==> src/rtl/ds18b20_scan_ctrl.sv <==
// Two-channel DS18B20 scan scheduler: shares one driver between the inside/outside
// one-wire buses, captures readings with a timeout and rotates the displayed channel.
`timescale 1ns/1ps
module ds18b20_scan_ctrl #(
  parameter int         PERIOD  = 50_000_000,
  parameter int         TIMEOUT = 60_000_000,
  parameter int         SETTLE  = 500,
  parameter int         DWELL   = 150_000_000,
  parameter logic [3:0] DP_MASK = 4'b0010
) (
  input  logic        clk,
  input  logic        rst,
  input  logic        force_req,
  output logic        drv_start,
  output logic        drv_sel,
  input  logic        drv_busy,
  input  logic        drv_done,
  input  logic [15:0] drv_data,
  output logic [15:0] t_ch0,
  output logic [15:0] t_ch1,
  output logic [1:0]  valid,
  output logic        disp_ch,
  output logic [15:0] disp_data,
  output logic [3:0]  disp_dp,
  output logic [3:0]  disp_off
);

  localparam int TMR_MAX = (TIMEOUT > SETTLE) ? TIMEOUT : SETTLE;
  localparam int PER_W   = (PERIOD > 1) ? $clog2(PERIOD) : 1;
  localparam int TMR_W   = (TMR_MAX > 1) ? $clog2(TMR_MAX) : 1;
  localparam int DWL_W   = (DWELL > 1) ? $clog2(DWELL) : 1;

  localparam logic [PER_W-1:0] PER_LAST    = PER_W'(PERIOD - 1);
  localparam logic [TMR_W-1:0] TMO_LAST    = TMR_W'(TIMEOUT - 1);
  localparam logic [TMR_W-1:0] SETTLE_LAST = TMR_W'(SETTLE - 1);
  localparam logic [DWL_W-1:0] DWL_LAST    = DWL_W'(DWELL - 1);

  typedef enum logic [2:0] {
    S_IDLE,
    S_START,
    S_WAIT,
    S_SETTLE,
    S_DONE
  } state_t;

  state_t           state, state_d;
  logic             ch;
  logic             pending;
  logic [PER_W-1:0] per_cnt;
  logic [TMR_W-1:0] tmr_cnt;
  logic [DWL_W-1:0] dwl_cnt;

  logic scan_go, tmr_clr, cap_ok, cap_fail, to_ch1, to_idle;
  logic per_wrap;

  assign per_wrap = (per_cnt == PER_LAST);

  always_ff @(posedge clk or negedge rst) begin
    if (!rst) state <= S_IDLE;
    else      state <= state_d;
  end

  always_comb begin
    state_d   = state;
    drv_start = 1'b0;
    scan_go   = 1'b0;
    tmr_clr   = 1'b0;
    cap_ok    = 1'b0;
    cap_fail  = 1'b0;
    to_ch1    = 1'b0;
    to_idle   = 1'b0;
    unique case (state)
      S_IDLE: begin
        if (pending && !drv_busy) begin
          scan_go = 1'b1;
          state_d = S_START;
        end
      end
      S_START: begin
        drv_start = 1'b1;
        tmr_clr   = 1'b1;
        state_d   = S_WAIT;
      end
      S_WAIT: begin
        // A result arriving on the last allowed cycle still counts as a success.
        if (drv_done) begin
          cap_ok  = 1'b1;
          state_d = S_DONE;
        end else if (tmr_cnt == TMO_LAST) begin
          cap_fail = 1'b1;
          state_d  = S_DONE;
        end
      end
      S_DONE: begin
        if (!ch) begin
          to_ch1  = 1'b1;
          tmr_clr = 1'b1;
          state_d = S_SETTLE;
        end else begin
          to_idle = 1'b1;
          state_d = S_IDLE;
        end
      end
      S_SETTLE: begin
        if (tmr_cnt == SETTLE_LAST && !drv_busy) state_d = S_START;
      end
      default: state_d = S_IDLE;
    endcase
  end

  // Scan control: request flag, channel/bus select, period and shared timer.
  always_ff @(posedge clk or negedge rst) begin
    if (!rst) begin
      pending <= 1'b1;
      ch      <= 1'b0;
      drv_sel <= 1'b0;
      per_cnt <= '0;
      tmr_cnt <= '0;
    end else begin
      pending <= per_wrap | force_req | (pending & ~scan_go);
      per_cnt <= per_wrap ? '0 : per_cnt + PER_W'(1);
      if (scan_go) begin
        ch      <= 1'b0;
        drv_sel <= 1'b0;
      end else if (to_ch1) begin
        ch      <= 1'b1;
        drv_sel <= 1'b1;
      end else if (to_idle) begin
        drv_sel <= 1'b0;
      end
      if (tmr_clr)
        tmr_cnt <= '0;
      else if (state == S_WAIT)
        tmr_cnt <= tmr_cnt + TMR_W'(1);
      else if (state == S_SETTLE && tmr_cnt != SETTLE_LAST)
        tmr_cnt <= tmr_cnt + TMR_W'(1);
    end
  end

  // Result capture: a failed attempt clears the valid flag but keeps the old reading.
  always_ff @(posedge clk or negedge rst) begin
    if (!rst) begin
      t_ch0 <= '0;
      t_ch1 <= '0;
      valid <= 2'b00;
    end else if (cap_ok) begin
      if (ch) t_ch1 <= drv_data;
      else    t_ch0 <= drv_data;
      valid[ch] <= 1'b1;
    end else if (cap_fail) begin
      valid[ch] <= 1'b0;
    end
  end

  // Display stage: registered one cycle behind the readings and selected channel.
  always_ff @(posedge clk or negedge rst) begin
    if (!rst) begin
      dwl_cnt   <= '0;
      disp_ch   <= 1'b0;
      disp_data <= '0;
      disp_dp   <= DP_MASK;
      disp_off  <= 4'b1111;
    end else begin
      if (dwl_cnt == DWL_LAST) begin
        dwl_cnt <= '0;
        disp_ch <= ~disp_ch;
      end else begin
        dwl_cnt <= dwl_cnt + DWL_W'(1);
      end
      disp_data <= disp_ch ? t_ch1 : t_ch0;
      disp_dp   <= DP_MASK;
      disp_off  <= valid[disp_ch] ? 4'b0000 : 4'b1111;
    end
  end

endmodule

==> config.mk <==
export PLATFORM = sky130hd
export DESIGN_NAME = ds18b20_scan_ctrl
export DESIGN_NICKNAME = d
export VERILOG_FILES = /design/src/rtl/ds18b20_scan_ctrl.sv
export SDC_FILE = /design/constraint.sdc
export NUM_CORES = 1
export LEC_CHECK = 0
export CAP_MARGIN = 15
export CELL_PAD_IN_SITES_DETAIL_PLACEMENT = 0
export CELL_PAD_IN_SITES_GLOBAL_PLACEMENT = 1
export CORE_MARGIN = 4
export CORE_UTILIZATION = 40
export CTS_CLUSTER_SIZE = 14
export DETAILED_ROUTE_END_ITERATION = 10
export PLACE_DENSITY_LB_ADDON = 0.1
export RECOVER_POWER = 25
export SKIP_CTS_REPAIR_TIMING = 1
export SLEW_MARGIN = 25
export SYNTH_ARGS = -nofsm -noshare
export SYNTH_HDL_FRONTEND = slang
export SYNTH_SLANG_ARGS = --single-unit
export TNS_END_PERCENT = 30
==> constraint.sdc <==
create_clock -name clk -period 2.45 [get_ports clk]
set_input_delay 0.6125 -clock clk [delete_from_list [all_inputs] [get_ports clk]]
set_output_delay 0.6125 -clock clk [all_outputs]
set_load 0.005 [all_outputs]
==> results.yml, run 1 <==
worst_setup_path:
  path_buf_inv: 1
  critPathKind: "reg2out"
  slowest_stage: "clkdlybuf4s50_1"
  crit_fanout: 6
  worstSetupStartpointType: "register"
  cp.arrival_ns: 1.61
  slowest_delay_ns: 0.54
  crit_family: "buffers and inverters"
  rrSetupSlack_ns: 0.32
  worstPathCellList: "nor3b_1 -> clkdlybuf4s50_1"
  required_ns: 1.84
  endpoint_kind: "output pin"
logic_synthesis:
  netlist_area_sq_um: 6275
  synthCells: 552
  yosysWarnings: 0
  synth.ff_latch_count: 138
  yosysSeqAreaShare: 0.5507
  yosysUniqueCellTypes: 52
  avgSynthCellArea_sq_um: 11.37
clock_tree:
  cts_root_buffer: "clkbuf_16"
  cts.clk_slew.worst_paths_ns: 0.06
  cts_buffers: 17
  worstSkewPairLatency_ns: 0.43
  clock_path_buffers: 2
  cts_max_level: 4
  cts_tree: "done"
  clkSinkCount: 138
placed_design:
  hpwlAfterDp_um: 9466
  io_buffers: 77
  pre_cts_slack_ns: 0.2840
  place_congestion: 0.8146
timing:
  setup_viol: 0
  worst_pin_slew_ns: 1.567
  worst_slack_ns: 0.2315
  skew_ns: 0.007119
  slew_viol_final: 60
  rsz0062_at_grt: "no"
  period_minus_slack_ns: 2.219
  hold_viol_final: 0
  setup_tns_ns: 0
  min_period_over_period: 0.9055
  slew_headroom: -0.04447
  timing.fmax_mhz: 450.8
layout:
  final_common_cell: "dfrtp_1"
  antenna-diode-count: 0
  finalNetCount: 673
  syn_to_final_growth_pct: 27.36
  layout_common_cells: "dfrtp_1 (136), clkdlybuf4s50_1 (76), nor2_1 (65), mux2_2 (48), xnor2_1 (37)"
  final_core_util: 0.5237
  fillerInstances: 1356
  drive_above_1_share: 0.1828
  multi_input_area_sq_um: 2695
  regArea_sq_um: 3456
die:
  die_area_sq_um: 17750
  initial_core_util: 0.4112
  io_pins: 82
  fp.dieH_um: 133.2
  core_area_sq_um: 15260
  fp-row-count: 45
  die_x_um: 133.2
grt:
  grt_pass1_vias: 4528
  grt_max_degree: 61
  grt_pass1_wl_um: 23230
  antenna_found_initial: 0
  grt-ovfl-total: 0
  grt_use_total: 0.1642
drt:
  post-route-drc-count: 0
  wl_um: 13650
  ant_nets: 0
  firstDrtPassIters: 4
  vias: 4380
  dr.first_iter.drc_count: 216
  vias_per_cell: 5.017
  drt-wirelength-per-cell_um: 15.64
outcome:
  violations: "capacitance limit, slew limit"
  outcome: "finished with violations"
power_and_ir_drop:
  ir_drop_v: 0.0005293
  power.density_nw_per_um2: 991.9
  p_leak_nw: 3.387
  total_power_mw: 7.927
flow_run:
  maxCapViolCount: 1
worst_hold_path:
  hp-class: "reg2reg"
-- final timing paths --
kind | start | end | depth (start not counted)
worst max-delay path | state[1] | drv_start | 2
worst min-delay path | register | disp_off[2] | 1
worst max register to register | tmr_cnt[19] | tmr_cnt[0] | 5
worst min register to register | register | disp_off[2] | 1
max in group asynchronous | rst | t_ch0[1] | 2
min in group asynchronous | rst | per_cnt[19] | 1
-- metrics by stage --
| step | std cells | hold WS [ns] | area [sq um] |
|---|---|---|---|
| 3_5_place_dp | 841 | 0.4775 | 7365 |
| 4_1_cts | 873 | 0.1847 | 8006 |
| 5_1_grt | 873 | 0.5128 | 7991 |
| 6_report | 873 | 0.4687 | 7991 |
| 3_3_place_gp | 841 | 0.4613 | 7365 |
| 2_1_floorplan | 554 | 0.3169 | 6282 |
-- cells by family after synthesis --
| family | Yosys count | synth area share |
|---|---|---|
| other cells | 2 | 0.001197 |
| xor+xnor | 69 | 0.09631 |
| compound gates | 25 | 0.02712 |
| fa+ha+maj | 3 | 0.005983 |
| simple gates | 240 | 0.2100 |
| mux | 49 | 0.08774 |
| flops | 138 | 0.5507 |
| buf+inv | 26 | 0.02094 |
-- routing by layer --
| metal | part of all wire | vias up | track usage |
|---|---|---|---|
| met4 | 0.015 | 0 | 0.06229 |
| met5 | 0 | - | 0 |
| li1 | - | 2115 | - |
| met3 | 0.041 | 16 | 0.04909 |
| met1 | 0.46 | 2178 | 0.2159 |
| met2 | 0.48 | 71 | 0.2573 |
-- sequential cells by signal, indices dropped and copies added (netlist names), 3 cells and up, named ones only --
register	cells
t_ch1	16
disp_data	16
per_cnt	26
t_ch0	16
state	3
tmr_cnt	26
dwl_cnt	28
-- Yosys cell counts (all sizes together) --
master	count	share of area
a211o	2	0.0028
a21o	1	0.0012
a21oi	4	0.0038
a22o	1	0.0014
and2	5	0.0050
and3	10	0.010
and4	2	0.0028
buf	14	0.014
clkbuf	6	0.0036
conb	2	0.0012
dfrtp	136	0.54
dfstp	2	0.0084
ha	3	0.0060
inv	6	0.0036
mux2	48	0.086
mux2i	1	0.0016
nand2	36	0.022
nand2b	5	0.0050
nand3	32	0.027
nand3b	1	0.0018
nand4	30	0.030
nand4b	1	0.0014
nor2	65	0.039
nor2b	7	0.0070
nor3	11	0.0096
nor3b	4	0.0048
nor4	13	0.019
nor4b	4	0.0076
o21a	1	0.0012
o21ai	13	0.011
o31ai	3	0.0058
or2	2	0.0024
or3	4	0.0040
or3b	1	0.0014
or4	5	0.0072
or4b	2	0.0038
xnor2	37	0.052
xor2	32	0.045
-- report_power, final --
| part | internal [mW] | total, mW | switching (mW) |
|---|---|---|---|
| clock | 1.77 | 2.78 | 1.02 |
| sequential | 2.76 | 3.09 | 0.331 |
| combinational | 1.27 | 2.06 | 0.787 |
| total | 5.79 | 7.93 | 2.13 |
-- final cells by class --
type | count | area share
Clock buffer | 19 | 0.05668
Clock inverter | 13 | 0.02364
Inverter | 6 | 0.002818
Multi-Input combinational cell | 390 | 0.3372
Sequential cell | 138 | 0.4324
Tap cell | 211 | 0.03304
Timing Repair Buffer | 96 | 0.1141
No activity file was read; power rests on OpenSTA's default activity.
==> inputs of run 2 (changes only) <==
GPL_ROUTABILITY_DRIVEN = 1   (was not set)
==> results of run 2 <==
Same layout as run 1: the final DEF is identical, and so are final timing and power.
